`config.mk`:
```
export PLATFORM = sky130hd
export DESIGN_NAME = sw_conditioner
export DESIGN_NICKNAME = d
export VERILOG_FILES = /design/src/rtl/sw_conditioner_pkg.sv /design/src/rtl/sw_debounce_bit.sv /design/src/rtl/sw_conditioner.sv
export SDC_FILE = /design/constraint.sdc
export NUM_CORES = 1
export LEC_CHECK = 0
export BUFFER_PORTS_ARGS = -buffer_cell sky130_fd_sc_hd__buf_2
export CAP_MARGIN = 20
export CORE_MARGIN = 2
export CORE_UTILIZATION = 59
export DETAILED_ROUTE_END_ITERATION = 10
export PLACE_DENSITY = 0.87
export SYNTH_ARGS = -nofsm -noshare
export SYNTH_HDL_FRONTEND = slang
export SYNTH_SLANG_ARGS = --single-unit
export TNS_END_PERCENT = 30
```
`constraint.sdc`:
```
create_clock -name clock -period 3.8 [get_ports clock]
set_input_delay 0.38 -clock clock [delete_from_list [all_inputs] [get_ports clock]]
set_output_delay 0.38 -clock clock [all_outputs]
set_load 0.01 [all_outputs]
```
`src/rtl/sw_conditioner_pkg.sv`:
```
// Shared defaults for the switch conditioning slice: board-level debounce
// constants plus the short debounce length used when simulating.
package sw_conditioner_pkg;

    localparam int unsigned N_SW_DEF      = 4;
    localparam int unsigned CNT_WIDTH_DEF = 20;
    localparam int unsigned DEB_COUNT_DEF = 500000;
    localparam int unsigned DEB_COUNT_SIM = 4;

endpackage

```
`src/rtl/sw_debounce_bit.sv`:
```
// One switch bit: 2-FF synchroniser, stability counter, accepted level and
// registered single-cycle rise/fall pulses on each accepted transition.
module sw_debounce_bit
    import sw_conditioner_pkg::*;
#(
    parameter int unsigned CNT_WIDTH = CNT_WIDTH_DEF,
    parameter int unsigned DEB_COUNT = DEB_COUNT_DEF,
    parameter logic        RESET_VAL = 1'b0
) (
    input  logic clk,
    input  logic rst_n,
    input  logic sw_raw,
    output logic level,
    output logic rise,
    output logic fall
);

    localparam logic [CNT_WIDTH-1:0] CNT_LAST = CNT_WIDTH'(DEB_COUNT - 1);

    logic                 sync1;
    logic                 sync2;
    logic [CNT_WIDTH-1:0] cnt;

    always_ff @(posedge clk or negedge rst_n) begin
        if (!rst_n) begin
            sync1 <= RESET_VAL;
            sync2 <= RESET_VAL;
            level <= RESET_VAL;
            cnt   <= '0;
            rise  <= 1'b0;
            fall  <= 1'b0;
        end else begin
            sync1 <= sw_raw;
            sync2 <= sync1;
            rise  <= 1'b0;
            fall  <= 1'b0;
            // Count only while the synchronised input disagrees with the
            // accepted level; any agreement restarts the stability window.
            if (sync2 != level) begin
                if (cnt == CNT_LAST) begin
                    level <= sync2;
                    cnt   <= '0;
                    rise  <= sync2;
                    fall  <= ~sync2;
                end else begin
                    cnt <= cnt + 1'b1;
                end
            end else begin
                cnt <= '0;
            end
        end
    end

endmodule

```
`src/rtl/sw_conditioner.sv`:
```
// Conditions raw board switches into clean levels plus edge pulses for the
// LED pattern block; every bit is debounced independently.
module sw_conditioner
    import sw_conditioner_pkg::*;
#(
    parameter int unsigned         N_SW      = N_SW_DEF,
    parameter int unsigned         CNT_WIDTH = CNT_WIDTH_DEF,
    parameter int unsigned         DEB_COUNT = DEB_COUNT_DEF,
    parameter logic [N_SW-1:0]     RESET_VAL = '0
) (
    input  logic            clock,
    input  logic            i_reset,
    input  logic [N_SW-1:0] i_sw,
    output logic [N_SW-1:0] o_sw,
    output logic [N_SW-1:0] o_rise,
    output logic [N_SW-1:0] o_fall,
    output logic            o_change
);

    for (genvar b = 0; b < N_SW; b++) begin : g_bit
        sw_debounce_bit #(
            .CNT_WIDTH (CNT_WIDTH),
            .DEB_COUNT (DEB_COUNT),
            .RESET_VAL (RESET_VAL[b])
        ) u_bit (
            .clk    (clock),
            .rst_n  (i_reset),
            .sw_raw (i_sw[b]),
            .level  (o_sw[b]),
            .rise   (o_rise[b]),
            .fall   (o_fall[b])
        );
    end

    always_comb begin
        o_change = |(o_rise | o_fall);
    end

endmodule

```
==> results of run 1 <==
-- cells in the mapped netlist, types with 13 or more instances --
library cell / instances
nor4_1: 16
dfrtp_1: 100
a21oi_1: 20
or4_1: 17
nor2_1: 65
nand3_1: 25
inv_1: 14
xnor2_1: 37
buf_4: 13
xor2_1: 20
nand2_1: 25
nand4_1: 26
-- cell usage in the layout (no fill, tap or decap), types with 10 or more instances in the layout --
cell type and instances:
clkbuf_8 10, or4_1 17, nor3_1 11, o31ai_1 11
xor2_1 20, nand4_1 26, nor2_1 65, inv_1 14
nor4_1 16, nand3_1 25, a21oi_1 20, nand2_1 25
xnor2_1 37, dfrtp_1 100, buf_2 17
-- registers in the layout, summed over array words and instances, names as in the netlist --
signal,flops
g_bit.u_bit.cnt,80
g_bit.u_bit.fall,4
g_bit.u_bit.level,4
g_bit.u_bit.rise,4
g_bit.u_bit.sync1,4
g_bit.u_bit.sync2,4
-- power breakdown --
group	total [mW]	switching, mW	leakage, nW	internal (mW)
Combinational	0.0619	0.0433	0.598	0.0186
Sequential	1.09	0.0159	1.37	1.08
Clock	0.746	0.357	0.116	0.389
-- worst max-delay path by stage --
| stage | startpoint | endpoint | slack [ns] | cells after the start |
|---|---|---|---|---|
| floorplan | g_bit[2].u_bit.cnt[12] | g_bit[2].u_bit.level | 1.73 | 4 |
| global placement | g_bit[0].u_bit.cnt[0] | g_bit[0].u_bit.cnt[18] | 1.58 | 5 |
| detailed placement | g_bit[3].u_bit.cnt[6] | g_bit[3].u_bit.cnt[10] | 1.50 | 4 |
| CTS | g_bit[2].u_bit.cnt[12] | g_bit[2].u_bit.cnt[10] | 1.49 | 4 |
| global route | g_bit[0].u_bit.cnt[0] | g_bit[0].u_bit.cnt[18] | 1.32 | 5 |
| finish | g_bit[2].u_bit.cnt[12] | g_bit[2].u_bit.cnt[10] | 1.47 | 4 |
-- layer usage --
metal / vias to the layer above / share of wire [%] / global-route usage [%]
met4: 0 / 2.2 / 11.7
met2: 99 / 49 / 34.3
li1: 1694 / - / -
met5: - / 0 / 0
met1: 1692 / 45 / 28.9
met3: 18 / 4.5 / 3.69
-- cell type report --
type,count,area (um^2)
clock buffers,10,138
repair buffers,22,123
well taps,102,128
multi-input cells,334,2100
fillers,590,2680
inverters,14,52.6
clock inverters,6,87.6
flip-flops and latches,100,2500
-- per-stage QoR --
stage / hold slack, ns / util [%]
after global routing: 0.0986 / 65.7
after global placement: 0.339 / 62.7
after detailed placement: 0.339 / 62.7
final: 0.114 / 65.7
after floorplan: 0.0844 / -
after CTS: 0.100 / 65.6
-- worst register-to-register path, stage by stage, from the launching register on --
cell     delay (ns)
dfrtp_1        0.43
or4_1          0.52
or4_4          0.53
o21ai_2        0.57
nor2_1         0.14
-- cells by family after synthesis --
logic type	synth area share, %
multiplexers	1.02
flip-flops	52.3
AND/OR/NAND/NOR	25.2
XOR/XNOR	10.4
buffers and inverters	3.79
adder cells (fa/ha/maj)	1.05
AO/OA/AOI/OAI	6.12
==> results.py, run 1 <==
metrics = {
    "placed_design": {
        "dpl_worst_slack_ns": 1.50,
        "place.gp.congestion": 0.888,
        "dpl-instance-area_um2": 4890,
        "port_buffers": 18,
        "place_inst": 571,
        "hpwl_um": 6070,
    },
    "global_route": {
        "grt_overflow": 0,
        "grt_pass1_vias": 3275,
        "grt_usage_pct": 21.7,
        "grt_pass1_wl_um": 14900,
        "grt_antenna_before_repair": 0,
        "grt_max_degree": 74,
    },
    "run_status": {
        "status": "finished clean",
    },
    "detailed_routing": {
        "finalWirelength_um": 8970,
        "drt_pass1_iterations": 5,
        "routedWlPerCell_um": 15.3,
        "antenna_left": 0,
        "viasPerCell": 5.96,
        "drc": 0,
        "drt_iter0_markers": 189,
        "num_vias": 3503,
    },
    "clocking": {
        "path_clk_slew_ns": 0.10,
        "htree_levels": 3,
        "ctsResizeCount": 0,
        "hold_buffers": 0,
        "cts_buffers": 9,
        "cts_setup_buffers": 0,
        "cts_tree": "yes",
        "ctsRootBufferMaster": "clkbuf_8",
        "cts_sinks": 100,
        "cts_max_path_buffers": 2,
        "clkLatencyLatePin_ns": 0.36,
    },
    "setup_path": {
        "regToRegEndpoint": "g_bit[2].u_bit.cnt[10]",
        "start_kind": "flip-flop",
        "crit_chain": "or4_1, or4_4, o21ai_2, nor2_1",
        "cp.required_ns": 4.01,
        "rrSetupSlack_ns": 1.47,
        "cpMaxStageDelayCell": "o21ai_2",
        "rr_worst_depth": 4,
        "critPathCaptureType": "flip-flop",
        "critPathBufInv": 0,
        "worstSetupPathType": "reg -> reg",
        "arrival_ns": 2.55,
        "path_max_fanout": 17,
        "reg2reg_from": "g_bit[2].u_bit.cnt[12]",
        "cpPeakStageDelay_ns": 0.56,
        "cp_top_family": "simple AND/OR/NAND/NOR gates",
    },
    "hold_path": {
        "holdPathEnd": "g_bit[2].u_bit.sync1",
        "hp-start": "i_sw[2]",
        "hold_path_depth": 1,
        "hold_class": "in -> reg",
    },
    "timing": {
        "worst_slack_ns": 1.47,
        "rsz0062_at_grt": "false",
        "tightestPinTransition_ns": 0.882,
        "min_period_over_period_pct": 61.3,
        "hold_viol_final": 0,
        "slew_viol_final": 0,
        "fmax_mhz": 429,
        "fin_skew_ns": 0.0126,
        "period_needed_ns": 2.33,
        "setup_violations": 0,
        "relSlewSlack_pct": 41.2,
        "finalSetupTns_ns": 0,
    },
    "yosys": {
        "ys_warn_count": 0,
        "yosysTopAreaCell": "dfrtp_1",
        "avgSynthCellArea_um2": 10.2,
        "netlist_top_cells_area": "dfrtp_1 (52%), xnor2_1 (6.8%), nor2_1 (5.1%)",
        "synth-async-reset-ratio_pct": 100,
        "synth_ff_type": "dfrtp_1",
        "synth_cell_types": 42,
        "synth_top_area_share_pct": 52.3,
        "syn-num-nets": 478,
        "netlist_area_um2": 4780,
        "netlist_instances": 468,
        "seq_area_frac_synth_pct": 52.3,
        "synth_seq_cells": 100,
        "synth_edf_count": 0,
    },
    "flow_run": {
        "maxCapViolCount": 0,
    },
    "die": {
        "rows": 32,
        "dieArea_um2": 8840,
        "initial_core_util_pct": 61.2,
        "die_w_um": 94.0,
        "die_h_um": 94.0,
        "io_pins": 19,
        "core_area_um2": 7810,
    },
    "cells_and_area": {
        "n_antenna_cell": 0,
        "syn2layout_area_growth_pct": 7.25,
        "stdcell_area_um2": 5130,
        "drive_gt1_share_pct": 11.5,
        "final_cells": 588,
        "nets": 491,
    },
    "power": {
        "vdd_drop_max_v": 0.000334,
        "power_density_nw_per_um2": 371,
        "power.total_mw": 1.90,
        "leakage_nw": 2.08,
    },
}
(Power assumes the default switching activity.)
==> inputs of run 2 (changes only) <==
CORE_UTILIZATION = 55   (was 59)
PLACE_DENSITY = 0.85   (was 0.87)
clock period = 1.95 ns   (was 3.8 ns; I/O delays follow)
==> run 2 against run 1 <==
  * The run now ends with setup timing left
  * Die area up 7.0%
  * Clock skew fell by 0.0044 ns
  * First-iteration DRC count is 8.5% lower
  * Combinational power grew to 2.6 times the previous value
  * Flip-flop and latch count unchanged
  * Total power increased by 96%
  * Critical path type unchanged
  * Wire length increased by 13%
  * Sequential share of layout area down 4.3 points
  * Setup slack got worse by 1.6 ns
  * Hold slack better by 0.076 ns
  * Maximum frequency grew 10%
  * Count of clock-buffer cells in the layout increased by 2
==> results.py, run 2 (synthesis results as in run 1) <==
metrics = {
    "run_status": {
        "status": "finished with violations",
        "failed_checks": "setup timing",
    },
    "power": {
        "power_density_nw_per_um2": 664,
        "leakage_nw": 2.35,
        "vdd_drop_max_v": 0.000578,
    },
    "timing": {
        "fmax_mhz": 472,
        "period_needed_ns": 2.12,
        "hold_viol_final": 0,
        "tightestPinTransition_ns": 0.440,
        "min_period_over_period_pct": 109,
        "fin_skew_ns": 0.00829,
        "setup_violations": 21,
        "rsz0062_at_grt": "true",
        "slew_viol_final": 0,
        "worst_slack_ns": -0.170,
        "relSlewSlack_pct": 70.7,
    },
    "setup_path": {
        "path_max_fanout": 4,
        "arrival_ns": 2.37,
        "cpMaxStageDelayCell": "or4_4",
        "start_kind": "flip-flop",
        "cpPeakStageDelay_ns": 0.53,
        "critPathCaptureType": "flip-flop",
        "crit_chain": "or4_1, or4_4, or2_4, mux2_4",
        "rr_worst_depth": 4,
        "cp.required_ns": 2.20,
        "worstSetupPathType": "reg -> reg",
    },
    "placed_design": {
        "hpwl_um": 7200,
        "port_buffers": 18,
        "dpl_worst_slack_ns": -0.150,
        "place.gp.congestion": 0.846,
    },
    "flow_run": {
        "maxCapViolCount": 0,
    },
    "die": {
        "die_h_um": 97.2,
        "dieArea_um2": 9450,
        "die_w_um": 97.2,
        "rows": 34,
        "core_area_um2": 8590,
        "io_pins": 19,
        "initial_core_util_pct": 55.6,
    },
    "cells_and_area": {
        "n_antenna_cell": 0,
        "largest_reg_flops": 80,
        "syn2layout_area_growth_pct": 17.5,
        "drive_gt1_share_pct": 20.6,
        "fillers": 638,
        "regMostFlops": "g_bit.u_bit.cnt",
        "mostFrequentLayoutCell": "dfrtp_1",
        "most-common-layout-cells": "dfrtp_1 (100), nor2_1 (65), buf_4 (49)",
        "fin_util_pct": 65.4,
        "nets": 544,
    },
    "detailed_routing": {
        "antenna_left": 0,
        "num_vias": 3777,
        "drc": 0,
        "routedWlPerCell_um": 15.7,
        "finalWirelength_um": 10200,
        "viasPerCell": 5.84,
        "drt_pass1_iterations": 4,
        "drt_iter0_markers": 173,
    },
    "clocking": {
        "ctsRootBufferMaster": "clkbuf_8",
        "clkLatencyLatePin_ns": 0.37,
        "cts_tree": "yes",
        "cts_sinks": 100,
        "htree_levels": 3,
        "cts_max_path_buffers": 2,
        "path_clk_slew_ns": 0.09,
        "cts_buffers": 9,
    },
    "global_route": {
        "grt_usage_pct": 23.0,
        "grt_antenna_before_repair": 0,
        "grt_overflow": 0,
        "grt_pass1_wl_um": 17700,
        "grt_max_degree": 57,
        "grt_pass1_vias": 3909,
    },
    "hold_path": {
        "hold_class": "in -> async",
    },
}
==> run 2: cell count changes in the layout (fill, tap and decap cells not counted), moves of 2 or more <==
| cell | change |
|---|---|
| nor4_2 | +4 |
| or4_1 | -2 |
| dlygate4sd3_1 | +5 |
| buf_6 | +3 |
| nor4_1 | -4 |
| clkinv_4 | -2 |
| or4_4 | +2 |
| clkbuf_1 | +2 |
| buf_4 | +44 |
==> run 2: worst paths after layout <==
check                                  startpoint                     to  slack [ns]
max                        g_bit[2].u_bit.cnt[10]   g_bit[2].u_bit.level       -0.17
max in group asynchronous                 i_reset    g_bit[1].u_bit.rise        1.09
max reg2reg                g_bit[2].u_bit.cnt[10]   g_bit[2].u_bit.level       -0.17
min reg2reg                  g_bit[2].u_bit.sync1   g_bit[2].u_bit.sync2        0.36
min                                       i_reset  g_bit[2].u_bit.cnt[3]        0.19
min in group clock           g_bit[2].u_bit.sync1   g_bit[2].u_bit.sync2        0.36
==> run 2: per-layer routing <==
layer,GRT usage [%],share of wire (%),vias up
li1,-,-,1798
met2,38.7,51,99
met1,29.1,43,1862
met3,5.18,5.2,18
met5,0,0,-
met4,9.08,1.6,0
==> run 2: report_power, final <==
part | switching (mW) | internal (mW)
sequential | 0.0268 | 2.10
combinational | 0.0971 | 0.0658
clock | 0.681 | 0.757
==> run 2: per-stage QoR <==
stage	hold slack, ns	power [mW]	setup TNS, ns	cell area (um^2)	std cells
2_1_floorplan	-0.101	2.23	-0.733	4780	468
3_3_place_gp	0.0404	2.31	-0.132	5270	624
4_1_cts	0.198	3.74	-2.12	5560	646
3_5_place_dp	0.0386	2.32	-0.237	5270	624
6_report	0.190	3.73	-1.97	5620	647
5_1_grt	0.211	3.86	-3.01	5620	647
==> run 2: area by class of cell <==
cell class	instances	area, um^2	area share, %
sequential	100	2500	44.6
multi-input combinational	334	2150	38.3
timing repair buffer	75	557	9.91
clock buffer	12	145	2.58
tap	108	135	2.41
clock inverter	4	72.6	1.29
inverter	14	52.6	0.936
==> run 2: repair_timing <==
| item | CTS | global route |
|---|---|---|
| resized for setup | 4 | 9 |
| gates cloned | 0 | 1 |
| hold endpoints to repair | 69 | 0 |
| pin swaps | 0 | 7 |
| hold buffers | 5 | 0 |
| buffers inserted | 1 | 0 |
| setup endpoints to repair | 11 | 30 |
==> run 2: critical path: cells and delay by family, from the launching register on <==
kind             cells  cell delay (ns)
flip-flops           1             0.38
AND/OR/NAND/NOR      3             1.34
multiplexers         1             0.30
==> inputs of run 3 (changes only) <==
CORE_UTILIZATION = 58   (was 55)
CTS_BUF_LIST = sky130_fd_sc_hd__clkbuf_8   (was unset)
CTS_CLUSTER_SIZE = 16   (was unset)
PLACE_DENSITY = 0.89   (was 0.85)
==> run 3 against run 2 <==
  * The run still ends with setup timing left
  * Via count grew 4.5%
  * Largest power group unchanged
  * Critical endpoint unchanged
  * Highest routed layer unchanged
  * Clock skew is 0.0036 ns higher
  * Global-route usage grew 2.8 points
  * Final cell count down 0.31%
  * Combinational power up 4%
==> results.py, run 3 (synthesis results as in run 1) <==
metrics = {
    "detailed_routing": {
        "drt_iter0_markers": 270,
        "num_vias": 3948,
        "antenna_left": 0,
        "viasPerCell": 6.12,
        "drc": 0,
        "routedWlPerCell_um": 17.0,
        "drt_pass1_iterations": 5,
        "finalWirelength_um": 11000,
    },
    "power": {
        "power_density_nw_per_um2": 669,
        "leakage_nw": 2.36,
        "vdd_drop_max_v": 0.000431,
        "power.total_mw": 3.77,
    },
    "setup_path": {
        "start_kind": "flip-flop",
        "worstSetupPathType": "reg -> reg",
        "cpMaxStageDelayCell": "or4_1",
        "cpPeakStageDelay_ns": 0.53,
        "critPathCaptureType": "flip-flop",
        "path_max_fanout": 3,
        "cp.required_ns": 2.19,
        "crit_chain": "or4_1, or4_4, or2_4, mux2_4",
        "arrival_ns": 2.36,
    },
    "cells_and_area": {
        "most-common-layout-cells": "dfrtp_1 (98), nor2_1 (65), buf_4 (52)",
        "nets": 545,
        "mostFrequentLayoutCell": "dfrtp_1",
        "n_antenna_cell": 0,
        "syn2layout_area_growth_pct": 17.8,
        "fillers": 545,
        "seq_area_um2": 2500,
        "regMostFlops": "g_bit.u_bit.cnt",
        "drive_gt1_share_pct": 22.6,
        "stdcell_area_um2": 5630,
        "final_cells": 645,
        "largest_reg_flops": 80,
        "multiInputGateArea_um2": 2170,
    },
    "timing": {
        "slew_viol_final": 0,
        "tightestPinTransition_ns": 0.608,
        "relSlewSlack_pct": 59.5,
        "worst_slack_ns": -0.162,
        "hold_viol_final": 0,
        "rsz0062_at_grt": "true",
        "fmax_mhz": 473,
        "period_needed_ns": 2.11,
        "fin_skew_ns": 0.0119,
        "min_period_over_period_pct": 108,
        "holdWs_ns": 0.354,
        "setup_violations": 6,
    },
    "die": {
        "core_area_um2": 8090,
        "initial_core_util_pct": 59.1,
        "io_pins": 19,
        "dieArea_um2": 8990,
        "die_h_um": 94.8,
        "rows": 33,
        "die_w_um": 94.8,
    },
    "clocking": {
        "cts_tree": "yes",
        "clkLatencyLatePin_ns": 0.36,
        "cts_sinks": 100,
        "htree_levels": 3,
        "ctsRootBufferMaster": "clkbuf_8",
        "cts_buffers": 9,
        "path_clk_slew_ns": 0.10,
        "cts_max_path_buffers": 2,
    },
    "placed_design": {
        "port_buffers": 18,
        "place_inst": 618,
        "place.gp.congestion": 0.852,
        "hpwl_um": 7080,
        "dpl-instance-area_um2": 5240,
    },
    "flow_run": {
        "maxCapViolCount": 0,
    },
    "run_status": {
        "status": "finished with violations",
        "failed_checks": "setup timing",
    },
    "global_route": {
        "grt_antenna_before_repair": 0,
        "grt_overflow": 0,
        "grt_pass1_wl_um": 17900,
        "grt_pass1_vias": 3837,
        "grt_max_degree": 48,
        "grt_usage_pct": 25.8,
    },
    "hold_path": {
        "hold_class": "reg -> reg",
    },
}
==> run 3: changes by cell type in the layout (fill, tap and decap cells not counted), moves of 3 or more <==
cell / before / now
or4_4: 3 / 6
inv_6: 0 / 3
buf_4: 49 / 52
or4_1: 15 / 12
==> run 3: through the flow <==
stage	TNS [ns]	setup WS [ns]	utilization (%)
2_1_floorplan	-0.733	-0.117	-
3_3_place_gp	-0.171	-0.138	64.8
3_5_place_dp	-0.219	-0.141	64.8
4_1_cts	-0.423	-0.157	68.6
5_1_grt	-1.15	-0.191	69.6
6_report	-0.454	-0.162	69.6
==> run 3: critical path: cells and delay by family (launching register included) <==
family / cells / cell delay, ns
multiplexers: 1 / 0.29
flip-flops: 1 / 0.38
AND/OR/NAND/NOR: 3 / 1.32
==> run 3: per-layer routing <==
metal  share of wire, %  track usage, %  wire length [um]
met4                3.2            11.2               346
met5                  0               0                 0
met3                5.2            4.23               573
met1                 41            33.0              4480
met2                 51            43.6              5580
==> run 3: path summary, 6_finish.rpt <==
| check | start | end | slack [ns] | cells after the start |
|---|---|---|---|---|
| setup / recovery | g_bit[2].u_bit.cnt[14] | g_bit[2].u_bit.level | -0.16 | 4 |
| hold / removal | g_bit[2].u_bit.sync1 | g_bit[2].u_bit.sync2 | 0.35 | 0 |
| setup reg to reg | g_bit[2].u_bit.cnt[14] | g_bit[2].u_bit.level | -0.16 | 4 |
| hold reg to reg | g_bit[2].u_bit.sync1 | g_bit[2].u_bit.sync2 | 0.35 | 0 |
| max in group asynchronous | i_reset | g_bit[2].u_bit.sync1 | 0.93 | 3 |
| min in group asynchronous | i_reset | g_bit[2].u_bit.cnt[4] | 0.39 | 2 |
==> run 3: power by group <==
group	internal [mW]	total (mW)	switching [mW]
Combinational	0.0659	0.169	0.103
Sequential	2.10	2.13	0.0264
Clock	0.733	1.47	0.738
Total	2.90	3.77	0.868
==> run 3: area by class of cell <==
cell class,count,area share (%)
Multi-Input combinational cell,334,38.5
Timing Repair Buffer,76,9.88
Sequential cell,100,44.5
Clock buffer,9,2.20
Inverter,14,0.933
Tap cell,105,2.33
Clock inverter,7,1.71
==> run 3: repair_timing <==
action                                  in CTS  in global routing
endpoints found under the setup margin       7                 28
hold buffers                                 5                  0
resized for setup                            5                 13
buffers inserted                             2                  4
pin swaps                                    1                  4
hold endpoints to repair                    49                  0
